<file path="config.mk">
export PLATFORM = sky130hd
export DESIGN_NAME = note_stream_receiver
export DESIGN_NICKNAME = d
export VERILOG_FILES = /design/src/rtl/rhythm_pkg.sv /design/src/rtl/note_fifo.sv /design/src/rtl/note_stream_receiver.sv
export SDC_FILE = /design/constraint.sdc
export NUM_CORES = 1
export LEC_CHECK = 0
export BUFFER_PORTS_ARGS = -buffer_cell sky130_fd_sc_hd__buf_2
export CAP_MARGIN = 10
export CORE_MARGIN = 10
export CORE_UTILIZATION = 53
export DETAILED_ROUTE_END_ITERATION = 10
export PLACE_DENSITY = 0.76
export REMOVE_ABC_BUFFERS = 1
export SYNTH_ARGS = -nofsm -noshare
export SYNTH_HDL_FRONTEND = slang
export SYNTH_SLANG_ARGS = --single-unit
</file>
<file path="constraint.sdc">
create_clock -name clk -period 2.8 [get_ports clk]
set_input_delay 0.56 -clock clk [delete_from_list [all_inputs] [get_ports clk]]
set_output_delay 0.56 -clock clk [all_outputs]
set_load 0.03 [all_outputs]
</file>
<file path="src/rtl/rhythm_pkg.sv">
// Shared constants and types for the note stream receiver.
//   DEPTH      : note queue entries (power of two)
//   HIT_LO/HI  : inclusive window of map-tick ages that count as a hit
//   NOTE_BASE  : first note position emitted by the generators
//   NOTE_STEP  : position increment between successive generator notes
//   AGE_W      : width of the per-note age counter (saturates at all-ones)
package rhythm_pkg;

  localparam int unsigned DEPTH     = 4;
  localparam int unsigned HIT_LO    = 6;
  localparam int unsigned HIT_HI    = 9;
  localparam int unsigned NOTE_BASE = 200;
  localparam int unsigned NOTE_STEP = 4;
  localparam int unsigned AGE_W     = 4;

  typedef enum logic {
    ST_IDLE = 1'b0,
    ST_RUN  = 1'b1
  } state_e;

endpackage

</file>
<file path="src/rtl/note_fifo.sv">
// Circular note queue with a per-entry age counter.
//   clk, resetn : system clock, asynchronous active-low reset
//   push        : enqueue push_pos at age 0 (dropped when full unless a pop
//                 happens on the same edge)
//   push_pos    : note position to enqueue
//   pop         : discard the head entry (ignored when empty)
//   age_en      : increment the age of every entry held before this edge
//   head_pos    : head note position, 0 when empty
//   head_age    : head note age
//   count       : entries held, 0..DEPTH
//   full, empty : occupancy flags
module note_fifo
  import rhythm_pkg::AGE_W;
#(
  parameter int unsigned DEPTH = rhythm_pkg::DEPTH
) (
  input  logic                   clk,
  input  logic                   resetn,
  input  logic                   push,
  input  logic [7:0]             push_pos,
  input  logic                   pop,
  input  logic                   age_en,
  output logic [7:0]             head_pos,
  output logic [AGE_W-1:0]       head_age,
  output logic [$clog2(DEPTH):0] count,
  output logic                   full,
  output logic                   empty
);

  localparam int unsigned PTR_W = $clog2(DEPTH);
  localparam int unsigned CNT_W = PTR_W + 1;

  logic [7:0]       pos_q [DEPTH];
  logic [7:0]       pos_d [DEPTH];
  logic [AGE_W-1:0] age_q [DEPTH];
  logic [AGE_W-1:0] age_d [DEPTH];
  logic [PTR_W-1:0] rd_ptr_q, rd_ptr_d;
  logic [PTR_W-1:0] wr_ptr_q, wr_ptr_d;
  logic [CNT_W-1:0] count_q, count_d;
  logic [PTR_W-1:0] slot_off;
  logic             pop_ok;
  logic             push_ok;

  assign empty    = (count_q == '0);
  assign full     = (count_q == CNT_W'(DEPTH));
  assign count    = count_q;
  assign head_pos = empty ? '0 : pos_q[rd_ptr_q];
  assign head_age = age_q[rd_ptr_q];

  always_comb begin
    pos_d    = pos_q;
    age_d    = age_q;
    rd_ptr_d = rd_ptr_q;
    wr_ptr_d = wr_ptr_q;
    slot_off = '0;
    pop_ok   = pop & ~empty;
    // A pop on the same edge frees the slot the push is about to reuse.
    push_ok  = push & (~full | pop_ok);

    // Only slots inside the occupied window age; stale slots are left alone.
    for (int unsigned i = 0; i < DEPTH; i++) begin
      slot_off = PTR_W'(i) - rd_ptr_q;
      if (age_en && ({1'b0, slot_off} < count_q) && (age_q[i] != '1)) begin
        age_d[i] = age_q[i] + 1'b1;
      end
    end

    if (pop_ok) begin
      rd_ptr_d = rd_ptr_q + 1'b1;
    end

    // Written after aging so a freshly pushed note always starts at 0.
    if (push_ok) begin
      pos_d[wr_ptr_q] = push_pos;
      age_d[wr_ptr_q] = '0;
      wr_ptr_d        = wr_ptr_q + 1'b1;
    end

    count_d = count_q + CNT_W'(push_ok) - CNT_W'(pop_ok);
  end

  always_ff @(posedge clk or negedge resetn) begin
    if (!resetn) begin
      for (int unsigned i = 0; i < DEPTH; i++) begin
        pos_q[i] <= '0;
        age_q[i] <= '0;
      end
      rd_ptr_q <= '0;
      wr_ptr_q <= '0;
      count_q  <= '0;
    end else begin
      pos_q    <= pos_d;
      age_q    <= age_d;
      rd_ptr_q <= rd_ptr_d;
      wr_ptr_q <= wr_ptr_d;
      count_q  <= count_d;
    end
  end

endmodule

</file>
<file path="src/rtl/note_stream_receiver.sv">
// Rhythm-game note judge: queues notes from the generator stream, ages them
// on every scroll tick and judges player key presses as hits or misses.
//   clk, resetn : system clock, asynchronous active-low reset
//   map         : scroll tick strobe
//   data_en     : generator note valid (sampled with map)
//   data        : generator note position
//   key         : player button level (synchronous, active-high)
//   hit, miss   : one-cycle judgement pulses for the head note
//   score       : saturating hit counter
//   misses      : saturating miss counter
//   count       : notes queued, 0..DEPTH
//   head_pos    : head note position, 0 when the queue is empty
//   overflow    : sticky, set when a push was dropped on a full queue
module note_stream_receiver
  import rhythm_pkg::state_e;
  import rhythm_pkg::ST_IDLE;
  import rhythm_pkg::ST_RUN;
  import rhythm_pkg::AGE_W;
#(
  parameter int unsigned DEPTH  = rhythm_pkg::DEPTH,
  parameter int unsigned HIT_LO = rhythm_pkg::HIT_LO,
  parameter int unsigned HIT_HI = rhythm_pkg::HIT_HI
) (
  input  logic                   clk,
  input  logic                   resetn,
  input  logic                   map,
  input  logic                   data_en,
  input  logic [7:0]             data,
  input  logic                   key,
  output logic                   hit,
  output logic                   miss,
  output logic [7:0]             score,
  output logic [7:0]             misses,
  output logic [$clog2(DEPTH):0] count,
  output logic [7:0]             head_pos,
  output logic                   overflow
);

  localparam logic [AGE_W-1:0] HIT_LO_A = AGE_W'(HIT_LO);
  localparam logic [AGE_W-1:0] HIT_HI_A = AGE_W'(HIT_HI);

  state_e     state_q, state_d;
  logic       key_q, key_d;
  logic       hit_q, hit_d;
  logic       miss_q, miss_d;
  logic [7:0] score_q, score_d;
  logic [7:0] misses_q, misses_d;
  logic       overflow_q, overflow_d;

  logic             key_rise;
  logic             push;
  logic             run;
  logic             in_window;
  logic             hit_ev;
  logic             miss_ev;
  logic             pop;
  logic             age_en;
  logic [AGE_W-1:0] head_age;
  logic             fifo_full;
  logic             fifo_empty;

  note_fifo #(
    .DEPTH (DEPTH)
  ) u_fifo (
    .clk      (clk),
    .resetn   (resetn),
    .push     (push),
    .push_pos (data),
    .pop      (pop),
    .age_en   (age_en),
    .head_pos (head_pos),
    .head_age (head_age),
    .count    (count),
    .full     (fifo_full),
    .empty    (fifo_empty)
  );

  always_comb begin
    state_d    = state_q;
    key_d      = key;
    score_d    = score_q;
    misses_d   = misses_q;

    key_rise   = key & ~key_q;
    // A note arriving in IDLE is both the start trigger and the first push.
    push       = map & data_en;
    run        = (state_q == ST_RUN);
    in_window  = ~fifo_empty & (head_age >= HIT_LO_A) & (head_age <= HIT_HI_A);
    hit_ev     = run & key_rise & in_window;
    // A hit on the same edge already consumes the head, so the miss yields.
    miss_ev    = run & map & ~fifo_empty & (head_age == HIT_HI_A) & ~hit_ev;
    pop        = hit_ev | miss_ev;
    age_en     = run & map;

    unique case (state_q)
      ST_IDLE: if (push) state_d = ST_RUN;
      ST_RUN:  state_d = ST_RUN;
      default: state_d = ST_IDLE;
    endcase

    hit_d  = hit_ev;
    miss_d = miss_ev;
    if (hit_ev && (score_q != '1)) begin
      score_d = score_q + 1'b1;
    end
    if (miss_ev && (misses_q != '1)) begin
      misses_d = misses_q + 1'b1;
    end
    overflow_d = overflow_q | (push & fifo_full & ~pop);
  end

  always_ff @(posedge clk or negedge resetn) begin
    if (!resetn) begin
      state_q    <= ST_IDLE;
      key_q      <= 1'b0;
      hit_q      <= 1'b0;
      miss_q     <= 1'b0;
      score_q    <= '0;
      misses_q   <= '0;
      overflow_q <= 1'b0;
    end else begin
      state_q    <= state_d;
      key_q      <= key_d;
      hit_q      <= hit_d;
      miss_q     <= miss_d;
      score_q    <= score_d;
      misses_q   <= misses_d;
      overflow_q <= overflow_d;
    end
  end

  assign hit      = hit_q;
  assign miss     = miss_q;
  assign score    = score_q;
  assign misses   = misses_q;
  assign overflow = overflow_q;

endmodule

</file>
* Word level (Yosys, flattened, before mapping)
Index checks and enable logic that the tools add are counted.
** Cells by class
- $add $sub $neg :: 14
- Multiply operators :: 0
- Divide/modulo/power cells :: 0
- $lt $le $gt $ge :: 9
- Equality and inequality tests :: 8
- Shift-type cells :: 0
- Multiplexer cells :: 19
- Bitwise gates (word level) :: 27
- Reduce and logical (&&, ||, !) cells :: 12
** Operator list (number)
- $bwmux W32 :: 1
- $mux W8 :: 4
- $mux W4 :: 7
- $add A4 B1 Y4 const B :: 4
- $add A8 B1 Y8 const B :: 2
- $and A16 B16 Y16 :: 1
- $bmux W8 S2 :: 1
- $demux W8 S2 :: 1
- $mux W16 :: 1
- $ne A4 B4 Y1 const B :: 4
- $ne A8 B8 Y1 const B :: 2
- $not A16 Y16 :: 1
- $and A1 B1 Y1 :: 14
- $lt A2 B3 Y1 :: 4
- $logic_and A1 B1 Y1 :: 11
- $bmux W4 S2 :: 1
- $demux W4 S2 :: 1
- $ge A3 B3 Y1 const B :: 2
- $not A1 Y1 :: 6
- $not A2 Y3 :: 2
- $add A2 B1 Y2 const B :: 2
- $eq A4 B4 Y1 const B :: 1
- $ge A4 B3 Y1 const B :: 1
- $le A4 B4 Y1 const B :: 1
- other kinds (10) :: 14
** Storage, ports and cells
- Register bits after elaboration :: 76
- Latch bits :: 0
- Memory bits (writable) :: 0
- ROM bits :: 0
- Bits of input ports :: 13
- Word-level logic and storage cells :: 107
- Memories kept :: 0

* Depth between registers and ports, before layout
- Depth after elaboration :: 16
- Gate-level depth with buffers :: 12
- Mapped depth without buffers :: 9

* By module
Synthesis repeated with hierarchy kept, for this count alone.
** Second synthesis, totals
- Cell total of the unflattened synthesis :: 375
- Area total of the unflattened synthesis :: 3973.8 sq um
** Modules (own cells, without submodules)
- note_fifo :: instances 1, cells each 287, area an instance 2974.1 sq um, seq. area each 1376.3 sq um
- note_stream_receiver :: instances 1, cells each 88, area an instance 999.7 sq um, seq. area each 525.5 sq um

* Worst setup path after synthesis
OpenSTA, ideal clock, no wires.
- Kind :: register to register
- Start :: reg u_fifo.count_q[2] (netlist: u_fifo.count[2])
- End :: reg u_fifo.count_q[2] (netlist: u_fifo.count[2])
- Arrival :: 2.626 ns
- Setup slack :: 0.051 ns
- Cell stages (with the launch flop) :: 13
- Path buffers :: 3
- Period minus slack after synthesis :: 2.749 ns
- Cells stage by stage :: dfrtp_1 > clkbuf_1 > nor3_1 > clkbuf_1 > or2_2 > a21o_1 > buf_6 > nand2_1 > ha_1 > inv_1 > ha_1 > fa_1 > xnor2_1
** Between the ends
- Cells in the longest elaborated chain, start to end :: 13
- Elaborated cells on any way between the ends :: 17
- Those cells by class :: add/sub (2); eq/ne (1); bitwise (13); reduce/logical (1)
** Ends and longest elaborated chain
- start, declared :: RTL line note_fifo.sv:39 : logic [CNT_W-1:0] count_q, count_d;
- start signal, assigned :: RTL line note_fifo.sv:96 : count_q <= count_d;
- $logic_not A3 Y1 * :: RTL line note_fifo.sv:44 : assign empty = (count_q == '0);
- $not A1 Y1 * :: RTL line note_fifo.sv:56, note_stream_receiver.sv:88, note_stream_receiver.sv:91
- $and A1 B1 Y1 (2 in a row) :: RTL line note_stream_receiver.sv:88 : in_window = ~fifo_empty & (head_age >= HIT_LO_A) & (head_age <= HIT_HI_A);
- $and A1 B1 Y1 :: RTL line note_stream_receiver.sv:89 : hit_ev = run & key_rise & in_window;
- $not A1 Y1 :: RTL line note_stream_receiver.sv:91 : miss_ev = run & map & ~fifo_empty & (head_age == HIT_HI_A) & ~hit_ev;
- $and A1 B1 Y1 :: RTL line note_stream_receiver.sv:91
- $or A1 B1 Y1 :: RTL line note_stream_receiver.sv:92 : pop = hit_ev | miss_ev;
- $and A1 B1 Y1 * :: RTL line note_fifo.sv:56 : pop_ok = pop & ~empty;
- named net u_fifo.pop_ok :: RTL line note_fifo.sv:41 : logic pop_ok;
- $or A1 B1 Y1 :: RTL line note_fifo.sv:58 : push_ok = push & (~full | pop_ok);
- $and A1 B1 Y1 :: RTL line note_fifo.sv:58
- $add A3 B1 Y3 :: RTL line note_fifo.sv:79 : count_d = count_q + CNT_W'(push_ok) - CNT_W'(pop_ok);
- $sub A3 B1 Y3 * :: RTL line note_fifo.sv:79
- named net u_fifo.count_d[2] :: RTL line note_fifo.sv:39
Mark *: on every way through the listed nets, which the timed path passes. The rest lies on a longest branch.
A chain may end at the register's enable or synchronous reset.

* Worst setup path after layout
- Start :: reg u_fifo.rd_ptr_q[0]
- End :: reg u_fifo.pos_q[8] (netlist bit)
** Between the ends
- Cells in the longest elaborated chain, start to end :: 14
- Elaborated cells on any way between the ends :: 17
- Those cells by class :: order compare (2); eq/ne (1); mux (3); bitwise (11)
** Ends and longest elaborated chain
- start, declared :: RTL line note_fifo.sv:37 : logic [PTR_W-1:0] rd_ptr_q, rd_ptr_d;
- start signal, assigned :: RTL line note_fifo.sv:94 : rd_ptr_q <= rd_ptr_d;
- $not A2 Y3 (not written as such) * :: RTL line note_fifo.sv:48 : assign head_age = age_q[rd_ptr_q];
- $bmux W4 S2 * :: RTL line note_fifo.sv:48
- $mux W4 (not written as such) * (2 in a row) :: RTL line note_fifo.sv:48
- $ge A4 B3 Y1 :: RTL line note_stream_receiver.sv:88
- $and A1 B1 Y1 (2 in a row) :: RTL line note_stream_receiver.sv:88
- $and A1 B1 Y1 :: RTL line note_stream_receiver.sv:89
- $not A1 Y1 :: RTL line note_stream_receiver.sv:91
- $and A1 B1 Y1 :: RTL line note_stream_receiver.sv:91
- $or A1 B1 Y1 * :: RTL line note_stream_receiver.sv:92
- $and A1 B1 Y1 * :: RTL line note_fifo.sv:56
- $or A1 B1 Y1 * :: RTL line note_fifo.sv:58
- $and A1 B1 Y1 * :: RTL line note_fifo.sv:58
- end signal, assigned :: RTL line note_fifo.sv:92 : pos_q <= pos_d;
- end, declared :: RTL line note_fifo.sv:33 : logic [7:0] pos_q [DEPTH];
Mark *: on every way between the ends. The rest lies on a longest branch, timed or not. The select of a mux whose other input is x is not followed.

==> flow_summary_export.csv <==
group,metric,value,unit
clock_tree,clk_pin_slew_worst_paths,80,ps
route,wl,8.51,mm
clock_tree,cts.path.max_buffers,2,
outcome,status,"completed",
floorplan,initial_core_util,54.7,%
yosys,synth_warnings,0,
route,drtIter0Drc,106,
sta,rsz0062_at_grt,"true",
global_route,grt_pass1_wl,14.1,mm
critical_path,crit_type,"reg2reg",
critical_path,critPathArrivalTime,2950,ps
sta,hold_violations,0,
pwr,p_leak,2.20,nW
yosys,synth_edf_count,0,
critical_path,worstPathRequired,3040,ps
global_route,grt_pass1_vias,2759,
route,vias_per_cell,5.50,
pwr,pwr-share-seq,34.2,%
clock_tree,htreeDepth,3,
clock_tree,cts_sinks,76,
sta,tightest_slew,695,ps
sta,setup_viol,0,
yosys,netlist_instances,305,
yosys,synth.distinct_cells,44,
layout,drive_gt1_share,37.3,%
sta,max_freq,369,MHz
sta,fin_tns_setup,0,ps
sta,fin_crit_sh,96.9,%
place,gp_congestion,0.850,
route,wl_per_cell,17.9,µm
pwr,netSwitchingFraction,38.7,%
floorplan,coreArea,7290,µm²
critical_path,endpoint_kind,"flop",
pwr,powerDensity,1200,nW/µm²
route,dr.pass1.iters,4,
global_route,grt.total_usage,15.5,%
pwr,combPwrFrac,48.2,%
critical_path,r2r_setup_slack,90,ps
critical_path,r2r-start,"u_fifo.rd_ptr_q[0]",
floorplan,dieArea,11400,µm²
yosys,netlist_area,3990,µm²
global_route,grt_overflow_total,0,
global_route,antenna_found_initial,0,
place,hpwlAfterDp,5.99,mm
run,maxCapViolCount,0,
critical_path,crit_path_start_kind,"flop",
pwr,p_switching,2.20,mW
floorplan,ioPinCount,43,
sta,timing.slew.headroom,53.6,%
route,vias,2607,
route,route.detailed.drc,0,
layout,area_growth,18.4,%
yosys,synthFlopType,"dfrtp_1",
clock_tree,holdBufCountCts,0,
yosys,yosys_register_bits,76,
layout,final_util,64.7,%
critical_path,reg2regPathDepth,6,
sta,skew,10.8,ps
clock_tree,root_buffer,"clkbuf_8",
global_route,grt_max_degree,48,
floorplan,die_h,107,µm
pwr,ir_worst_vdd,0.715,mV
sta,finalCriticalPeriod,2710,ps
yosys,syn_area_per_cell,13.1,µm²
pwr,clkPwrFrac,17.5,%
layout,final_nets,400,
sta,slew_violations,0,
route,antenna_left,0,
clock_tree,numCtsBuffers,9,
yosys,ys_seq_area_share,47.7,%
worst_hold_path,hp-class,"in2async",
clock_tree,cts_tree,"built",
critical_path,r2r_end,"u_fifo.pos_q[8]",
floorplan,die_w,107,µm
layout,diodes,0,
place,io_buffer_count,42,
yosys,ys_async_sr_fraction,100,%
critical_path,cp_max_fo,12,
pwr,intPower,3.48,mW
clock_tree,insertion_delay,350,ps
floorplan,num_rows,31,
[registers in the layout (all words and copies together), names as in the netlist]
register,cells
u_fifo.pos_q,32
u_fifo.age_q,16
misses,8
score,8
u_fifo.count,3
u_fifo.rd_ptr_q,2
u_fifo.wr_ptr_q,2
hit,1
key_q,1
miss,1
overflow,1
run,1
[critical path: stages (launching register included)]
cell	delay (ps)
dfrtp_2	430
mux4_2	550
or3b_4	420
a21o_1	200
buf_6	160
a21oi_4	450
mux2_2	390
[logic make-up (layout without fill, tap and decap cells)]
| kind of cell | after synthesis | after routing | synth area share, % |
|---|---|---|---|
| and+or+nand+nor | 78 | 78 | 10.7 |
| muxes | 51 | 51 | 20.0 |
| AOI/OAI and AO/OA | 34 | 34 | 6.91 |
| buffers and inverters | 25 | 95 | 3.86 |
| DFF | 76 | 76 | 47.7 |
| adders and majority gates | 17 | 17 | 5.52 |
| xor gates and xnor gates | 24 | 24 | 5.27 |
[how the worst max path moves through the flow]
stage,from,end,depth (start not counted)
floorplan,u_fifo.rd_ptr_q[0],u_fifo.count[1],8
global placement,u_fifo.rd_ptr_q[0],u_fifo.pos_q[25],6
detailed placement,u_fifo.rd_ptr_q[0],u_fifo.pos_q[0],6
CTS,u_fifo.rd_ptr_q[0],u_fifo.count[2],10
global route,u_fifo.rd_ptr_q[0],u_fifo.count[2],10
finish,u_fifo.rd_ptr_q[0],u_fifo.pos_q[8],6
[timing repair]
action                                  CTS  global route
resized for setup                         1             9
buffers inserted                          1             9
endpoints found under the setup margin   13            10
pin swaps                                 0             9
gates cloned                              0             0
[cell usage after synthesis (2+ instances only)]
cell	count	area, µm²
dfrtp_1	76	1900
mux2_4	24	360
nand3_1	19	95.1
ha_1	16	200
inv_1	14	52.6
xnor2_1	12	105
xor2_1	12	105
mux2_2	11	124
mux4_2	11	248
nor2_1	9	33.8
nor2b_1	9	56.3
a21oi_1	8	40.0
nand2_1	8	30.0
nor3_1	8	40.0
o211ai_1	6	45.0
a21oi_4	5	81.3
and3_1	5	31.3
or3_1	5	31.3
a211oi_1	4	30.0
buf_8	4	60.1
clkbuf_1	4	15.0
mux2i_1	4	40.0
nand4_1	4	25.0
o21ai_0	4	20.0
buf_6	2	22.5
nand2b_1	2	12.5
nand3b_1	2	15.0
[cells in the final DEF (no fill, tap or decap), types with 5 or more instances in the layout]
cell      synthesis  final
a21oi_1           8      8
a21oi_4           5      6
and3_1            5      5
buf_2             0     42
buf_4             0     17
clkbuf_8          0      9
dfrtp_1          76     75
ha_1             16     14
inv_1            14     13
mux2_2           11     11
mux2_4           24     24
mux4_2           11     11
nand2_1           8      7
nand3_1          19     19
nor2_1            9      9
nor2b_1           9      9
nor3_1            8      8
o211ai_1          6      6
or3_1             5      5
xnor2_1          12     12
xor2_1           12     12
[power by group through the flow]
stage          logic, mW  registers (mW)  clock network (mW)
5_1_grt             3.02            2.01                1.06
4_1_cts             2.68            1.93                1.00
2_1_floorplan       1.77            2.04                   0
3_3_place_gp        2.56            1.93                   0
6_report            2.74            1.94               0.995
3_5_place_dp        2.65            1.95                   0
[area by class of cell]
class                   instances  area, µm²
inverters                      14       52.6
well taps                      99        124
clock inverters                 5        100
clock buffers                  11        131
multi-input cells             204       1970
fillers                       569       2570
flip-flops and latches         76       1900
repair buffers                 65        440
[metal layers]
layer  global-route usage, %  wire [µm]
met5                       0          0
met4                    4.74        149
met3                    4.37        419
met2                    25.9       4320
met1                    19.0       3620
[metrics by stage]
stage / area (µm²) / power [mW] / hold WS (ps) / setup WS, ps / instances
after global placement: 4350 / 4.49 / 470 / 25.8 / 449
after floorplan: 3880 / 3.81 / 264 / -449 / 294
after CTS: 4590 / 5.62 / 279 / 16.9 / 466
after global routing: 4720 / 6.09 / 311 / -16.6 / 474
after detailed placement: 4350 / 4.60 / 477 / -54.6 / 449
final: 4720 / 5.68 / 252 / 86.7 / 474
(Power assumes the default switching activity.)
